`config.mk`:
```
export PLATFORM = sky130hd
export DESIGN_NAME = muldiv_unit_flat
export DESIGN_NICKNAME = d
export VERILOG_FILES = /design/src/rtl/muldiv_if.sv /design/src/rtl/muldiv_unit.sv /design/src/flat_wrapper.sv
export SDC_FILE = /design/constraint.sdc
export NUM_CORES = 2
export LEC_CHECK = 0
export ABC_AREA = 1
export CORE_MARGIN = 10
export CORE_UTILIZATION = 60
export DETAILED_ROUTE_END_ITERATION = 7
export MAX_ROUTING_LAYER = met4
export PLACE_DENSITY_LB_ADDON = 0.1
export RECOVER_POWER = 100
export SYNTH_ARGS = -nofsm -noshare
export SYNTH_HDL_FRONTEND = slang
export SYNTH_SLANG_ARGS = --single-unit
```
`constraint.sdc`:
```
create_clock -name clk -period 10.75 [get_ports clk]
set_input_delay 1.075 -clock clk [delete_from_list [all_inputs] [get_ports clk]]
set_output_delay 1.075 -clock clk [all_outputs]
set_load 0.03 [all_outputs]
```
`src/rtl/muldiv_if.sv`:
```
// Handshake and operand/result bundle between the EX stage and the multiply/divide unit.
interface muldiv_if #(
    parameter int WIDTH = 32
);
    logic             start;
    logic [1:0]       op;
    logic [WIDTH-1:0] a;
    logic [WIDTH-1:0] b;
    logic             cancel;
    logic             busy;
    logic             done;
    logic [WIDTH-1:0] hi;
    logic [WIDTH-1:0] lo;
    logic             div_zero;

    modport master (output start, op, a, b, cancel,
                    input  busy, done, hi, lo, div_zero);
    modport slave  (input  start, op, a, b, cancel,
                    output busy, done, hi, lo, div_zero);
endinterface

```
`src/rtl/muldiv_unit.sv`:
```
// Multi-cycle signed/unsigned multiply and radix-2 restoring divide with start/busy/done/cancel.
// state   | meaning
// IDLE    | waiting for start
// MUL     | product moving through MUL_STAGES+1 cycles
// DIV_RUN | one quotient bit per cycle on magnitudes, or divide-by-zero shortcut
// DIV_FIX | apply quotient/remainder signs
// DONE    | one-cycle done pulse; a new start may be accepted here
module muldiv_unit #(
    parameter int WIDTH      = 32,
    parameter int MUL_STAGES = 1
) (
    input  logic     clk,
    input  logic     rst,
    muldiv_if.slave  bus
);
    localparam int CW = $clog2(WIDTH);

    typedef enum logic [2:0] {S_IDLE, S_MUL, S_DIV_RUN, S_DIV_FIX, S_DONE} state_t;

    state_t             state, state_nxt;
    logic               accept;
    logic               sgn_r, neg_q, neg_r;
    logic [WIDTH-1:0]   a_r, b_r, dvs, rem, quo;
    logic [CW-1:0]      cnt;
    logic [2*WIDTH-1:0] ext_a, ext_b, prod, mul_res;
    logic [WIDTH:0]     shifted, diff;
    logic               in_sgn;
    logic [WIDTH-1:0]   in_abs_a, in_abs_b;

    assign accept   = bus.start && !bus.cancel && (state == S_IDLE || state == S_DONE);
    assign in_sgn   = !bus.op[0];
    assign in_abs_a = (in_sgn && bus.a[WIDTH-1]) ? -bus.a : bus.a;
    assign in_abs_b = (in_sgn && bus.b[WIDTH-1]) ? -bus.b : bus.b;

    // Truncating the product of sign-extended operands to 2*WIDTH gives the signed product.
    assign ext_a = {{WIDTH{sgn_r & a_r[WIDTH-1]}}, a_r};
    assign ext_b = {{WIDTH{sgn_r & b_r[WIDTH-1]}}, b_r};
    assign prod  = ext_a * ext_b;

    generate
        if (MUL_STAGES == 0) begin : g_no_pipe
            assign mul_res = prod;
        end else begin : g_pipe
            logic [2*WIDTH-1:0] pipe [MUL_STAGES];
            always_ff @(posedge clk or posedge rst) begin
                if (rst) begin
                    for (int i = 0; i < MUL_STAGES; i++) pipe[i] <= '0;
                end else begin
                    pipe[0] <= prod;
                    for (int i = 1; i < MUL_STAGES; i++) pipe[i] <= pipe[i-1];
                end
            end
            assign mul_res = pipe[MUL_STAGES-1];
        end
    endgenerate

    assign shifted = {rem, quo[WIDTH-1]};
    assign diff    = shifted - {1'b0, dvs};

    always_ff @(posedge clk or posedge rst) begin
        if (rst) state <= S_IDLE;
        else     state <= state_nxt;
    end

    always_comb begin
        state_nxt = state;
        case (state)
            S_IDLE:    if (accept) state_nxt = bus.op[1] ? S_DIV_RUN : S_MUL;
            S_MUL:     if (cnt == '0) state_nxt = S_DONE;
            S_DIV_RUN: begin
                if (b_r == '0)      state_nxt = S_DONE;
                else if (cnt == '0) state_nxt = S_DIV_FIX;
            end
            S_DIV_FIX: state_nxt = S_DONE;
            S_DONE:    state_nxt = accept ? (bus.op[1] ? S_DIV_RUN : S_MUL) : S_IDLE;
            default:   state_nxt = S_IDLE;
        endcase
        if (bus.cancel) state_nxt = S_IDLE;
    end

    always_ff @(posedge clk or posedge rst) begin
        if (rst) begin
            sgn_r        <= 1'b0;
            neg_q        <= 1'b0;
            neg_r        <= 1'b0;
            a_r          <= '0;
            b_r          <= '0;
            dvs          <= '0;
            rem          <= '0;
            quo          <= '0;
            cnt          <= '0;
            bus.hi       <= '0;
            bus.lo       <= '0;
            bus.div_zero <= 1'b0;
        end else if (accept) begin
            sgn_r <= in_sgn;
            neg_q <= in_sgn && (bus.a[WIDTH-1] ^ bus.b[WIDTH-1]);
            neg_r <= in_sgn && bus.a[WIDTH-1];
            a_r   <= bus.a;
            b_r   <= bus.b;
            dvs   <= in_abs_b;
            quo   <= in_abs_a;
            rem   <= '0;
            cnt   <= bus.op[1] ? CW'(WIDTH-1) : CW'(MUL_STAGES);
        end else if (!bus.cancel) begin
            case (state)
                S_MUL: begin
                    if (cnt == '0) begin
                        {bus.hi, bus.lo} <= mul_res;
                        bus.div_zero     <= 1'b0;
                    end else begin
                        cnt <= cnt - 1'b1;
                    end
                end
                S_DIV_RUN: begin
                    if (b_r == '0) begin
                        bus.hi       <= a_r;
                        bus.lo       <= '1;
                        bus.div_zero <= 1'b1;
                    end else begin
                        if (!diff[WIDTH]) begin
                            rem <= diff[WIDTH-1:0];
                            quo <= {quo[WIDTH-2:0], 1'b1};
                        end else begin
                            rem <= shifted[WIDTH-1:0];
                            quo <= {quo[WIDTH-2:0], 1'b0};
                        end
                        cnt <= cnt - 1'b1;
                    end
                end
                S_DIV_FIX: begin
                    bus.hi       <= neg_r ? -rem : rem;
                    bus.lo       <= neg_q ? -quo : quo;
                    bus.div_zero <= 1'b0;
                end
                default: ;
            endcase
        end
    end

    assign bus.busy = (state == S_MUL) || (state == S_DIV_RUN) || (state == S_DIV_FIX);
    assign bus.done = (state == S_DONE);

endmodule

```
`src/flat_wrapper.sv`:
```
// flat-port wrapper written by rule: the top's interface ports become plain ports
module muldiv_unit_flat 
#(
    parameter int WIDTH      = 32,
    parameter int MUL_STAGES = 1
)
  (clk, rst, bus_start, bus_op, bus_a, bus_b, bus_cancel, bus_busy, bus_done, bus_hi, bus_lo, bus_div_zero);
  muldiv_if #(.WIDTH(WIDTH)) bus_i ();
  input  logic clk;
  input  logic rst;
  input wire logic [$bits(bus_i.start)-1:0] bus_start;
  input wire logic [$bits(bus_i.op)-1:0] bus_op;
  input wire logic [$bits(bus_i.a)-1:0] bus_a;
  input wire logic [$bits(bus_i.b)-1:0] bus_b;
  input wire logic [$bits(bus_i.cancel)-1:0] bus_cancel;
  output wire logic [$bits(bus_i.busy)-1:0] bus_busy;
  output wire logic [$bits(bus_i.done)-1:0] bus_done;
  output wire logic [$bits(bus_i.hi)-1:0] bus_hi;
  output wire logic [$bits(bus_i.lo)-1:0] bus_lo;
  output wire logic [$bits(bus_i.div_zero)-1:0] bus_div_zero;
  assign bus_i.start = bus_start;
  assign bus_i.op = bus_op;
  assign bus_i.a = bus_a;
  assign bus_i.b = bus_b;
  assign bus_i.cancel = bus_cancel;
  assign bus_busy = bus_i.busy;
  assign bus_done = bus_i.done;
  assign bus_hi = bus_i.hi;
  assign bus_lo = bus_i.lo;
  assign bus_div_zero = bus_i.div_zero;
  muldiv_unit #(.WIDTH(WIDTH), .MUL_STAGES(MUL_STAGES)) u_core (.clk(clk), .rst(rst), .bus(bus_i));
endmodule
```
==> flow_metrics.py <==
metrics = {
    "final_layout": {
        "synthToLayoutAreaGrowth_pct": 5.91,
        "nFillCells": 8621,
        "nets": 9052,
        "drive_gt1_frac": 0.0233,
        "multi_input_area_mm2": 0.0419,
        "seq_area_mm2": 0.00748,
        "fin_area_mm2": 0.0615,
    },
    "synthesis": {
        "yosys.area.top_type": "fa_1",
        "syn_area_mm2": 0.0581,
        "synth_nets": 9133,
        "yosysSeqAreaShare": 0.129,
        "synthTopCellsByCount": "nand2_1, inv_1, fa_1",
        "synthTopCellsByArea": "fa_1, nand2_1, dfrtp_1, inv_1, ha_1",
        "synth-main-ff-cell": "dfrtp_1",
        "async_reset_ff_frac": 1.00,
        "synth_most_common_cell": "nand2_1",
        "synth_enable_flop_cells": 0,
        "yosysWarningCount": 0,
        "ys_ff_latch": 299,
        "syn_area_per_cell_um2": 7.56,
        "ys_types": 52,
        "netlist_instances": 7687,
        "yosysTopAreaCellShare": 0.388,
    },
    "clocking": {
        "cts.path.max_buffers": 3,
        "clkSlewWorstSetupHoldPaths_ns": 0.07,
        "h-tree-depth": 2,
        "cts_buffers": 36,
        "cts_root_buffer": "clkbuf_16",
        "cts_num_sinks": 299,
        "clk-insertion-delay-late_ns": 0.58,
        "post_cts_resize_count": 0,
        "cts_tree": "done",
        "postCtsSetupBuffers": 0,
        "hold_buffers": 0,
    },
    "setup_path": {
        "worstSetupEndpointType": "flip-flop",
        "cp_max_fo": 34,
        "crit_type": "reg2reg",
        "cp.required_ns": 11.21,
        "critPathLaunchType": "flip-flop",
        "cp.arrival_ns": 9.39,
    },
    "status": {
        "violations": "max-capacitance violations, max-slew violations",
        "status": "complete, but fails checks",
    },
    "grt": {
        "grt_max_degree": 111,
        "overflow": 0,
        "grt_usage": 0.383,
        "antenna_found_initial": 13,
        "grt_pass1_wl_mm": 313,
        "first_global_vias": 51200,
    },
    "placed_design": {
        "gp_congestion": 1.06,
        "portBuffers": 136,
        "hpwl_mm": 167,
        "placed_area_mm2": 0.0604,
    },
    "sta": {
        "rsz0062_at_grt": "no",
        "min_period_ns": 8.93,
        "fmax_ghz": 0.112,
        "fin_crit_sh": 0.831,
        "max_slew_margin": -2.51,
        "finalHoldViolations": 0,
        "worstMarginPinSlew_ns": 5.24,
        "tns_ns": 0,
        "setup_viol": 0,
        "clock_skew_ns": 0.0235,
        "maxSlewViolCount": 698,
    },
    "run": {
        "drv_cap": 11,
    },
    "route": {
        "vias_per_cell": 5.68,
        "drtPass1Iterations": 6,
        "wl_met2_mm": 90.4,
        "detail_route.wl_per_cell_um": 22.8,
        "met1_length_mm": 79.3,
        "dr_total_vias": 50700,
        "dr.max_layer_used": "met4",
        "route.detailed.drc": 0,
        "ant_nets": 0,
        "dr.first_iter.drc_count": 5279,
        "drt-total-wl_mm": 203,
        "route.met3.wl_mm": 21.9,
    },
    "floorplan": {
        "coreArea_mm2": 0.0964,
        "die_w_um": 331,
        "initial_core_util": 0.603,
        "fp.dieH_um": 331,
        "pin_count": 137,
        "dieArea_mm2": 0.110,
        "rows": 114,
    },
    "worst_hold_path": {
        "hold_class": "reg2reg",
    },
}
-- metrics by stage --
step,setup slack (ns),std cells,hold WS (ns),util
3_5_place_dp,2.00,8844,0.473,0.627
2_1_floorplan,1.41,7687,0.449,-
6_report,1.82,8916,0.485,0.638
4_1_cts,1.94,8905,0.487,0.639
5_1_grt,0.938,8915,0.507,0.638
3_3_place_gp,2.00,8844,0.468,0.627
-- layout make-up --
cell class                 count  area share
clock inverter                17     0.00299
clock buffer                  44      0.0160
inverter                    1932       0.118
timing repair buffer         237      0.0343
antenna                       11    0.000447
tap                         1276      0.0259
multi-input combinational   5100       0.681
sequential                   299       0.122
-- critical path, stage by stage (launching register included) --
cell     delay, ns
dfrtp_1       0.33
buf_4         0.40
inv_1         0.11
nor2_1        0.24
fa_1          0.56
fa_1          0.57
fa_1          0.66
inv_1         0.33
fa_1          1.16
inv_1         0.35
fa_1          0.54
fa_1          0.55
inv_1         0.05
fa_1          0.45
fa_1          0.49
inv_1         0.04
ha_1          0.42
nand2_1       0.16
nor2_1        0.18
inv_1         0.09
nor2_1        0.11
inv_1         0.12
nor2_1        0.31
and3_1        0.30
nand2_1       0.10
nand4_1       0.09
nand2_1       0.06
-- placed cells by master (no fill, tap or decap), types with 19 or more instances in the layout --
master / n
o21bai_1: 19
dlygate4sd3_1: 69
inv_1: 1922
xor2_1: 57
o211ai_1: 29
nand2_1: 2111
nor2_1: 490
a21oi_1: 188
nand3_1: 334
dfrtp_1: 298
clkdlybuf4s50_1: 67
a31oi_1: 26
nor3_1: 46
fa_1: 1126
ha_1: 250
nand4_1: 58
clkbuf_16: 37
a22oi_1: 22
buf_4: 90
xnor2_1: 25
o21ai_0: 222
-- routing by layer --
layer / up-vias / global-route usage
met5: - / -
li1: 22200 / -
met4: 0 / 0.177
met3: 560 / 0.0888
met1: 25200 / 0.499
met2: 2699 / 0.566
-- path summary, 6_finish.rpt --
kind                                from                      to  slack, ns  cells after the start
max                        u_core.b_r[1]  u_core.g_pipe.pipe[54]       1.82                     26
min                        u_core.dvs[2]           u_core.dvs[2]       0.48                      2
max reg2reg                u_core.b_r[1]  u_core.g_pipe.pipe[54]       1.82                     26
min reg2reg                u_core.dvs[2]           u_core.dvs[2]       0.48                      2
max in group asynchronous            rst           u_core.a_r[6]       1.99                      3
min in group asynchronous            rst          u_core.rem[28]       2.58                      2
-- sequential cells by signal (all words and copies together), names as in the netlist --
name                 count
u_core.bus.div_zero      1
u_core.state             3
u_core.quo              32
u_core.neg_q             1
u_core.a_r              32
u_core.bus.lo           32
u_core.neg_r             1
u_core.bus.hi           32
u_core.rem              32
u_core.b_r              31
u_core.sgn_r             1
u_core.dvs              32
u_core.cnt               5
u_core.g_pipe.pipe      64
-- kinds of logic after synthesis --
family,share of synthesized area
simple gates,0.212
flops,0.129
fa+ha+maj,0.442
buf+inv,0.149
compound gates,0.0554
xor+xnor,0.0124
Power is not shown: default switching activity piles up to over one toggle a cycle in this logic, so the estimate is an artifact.
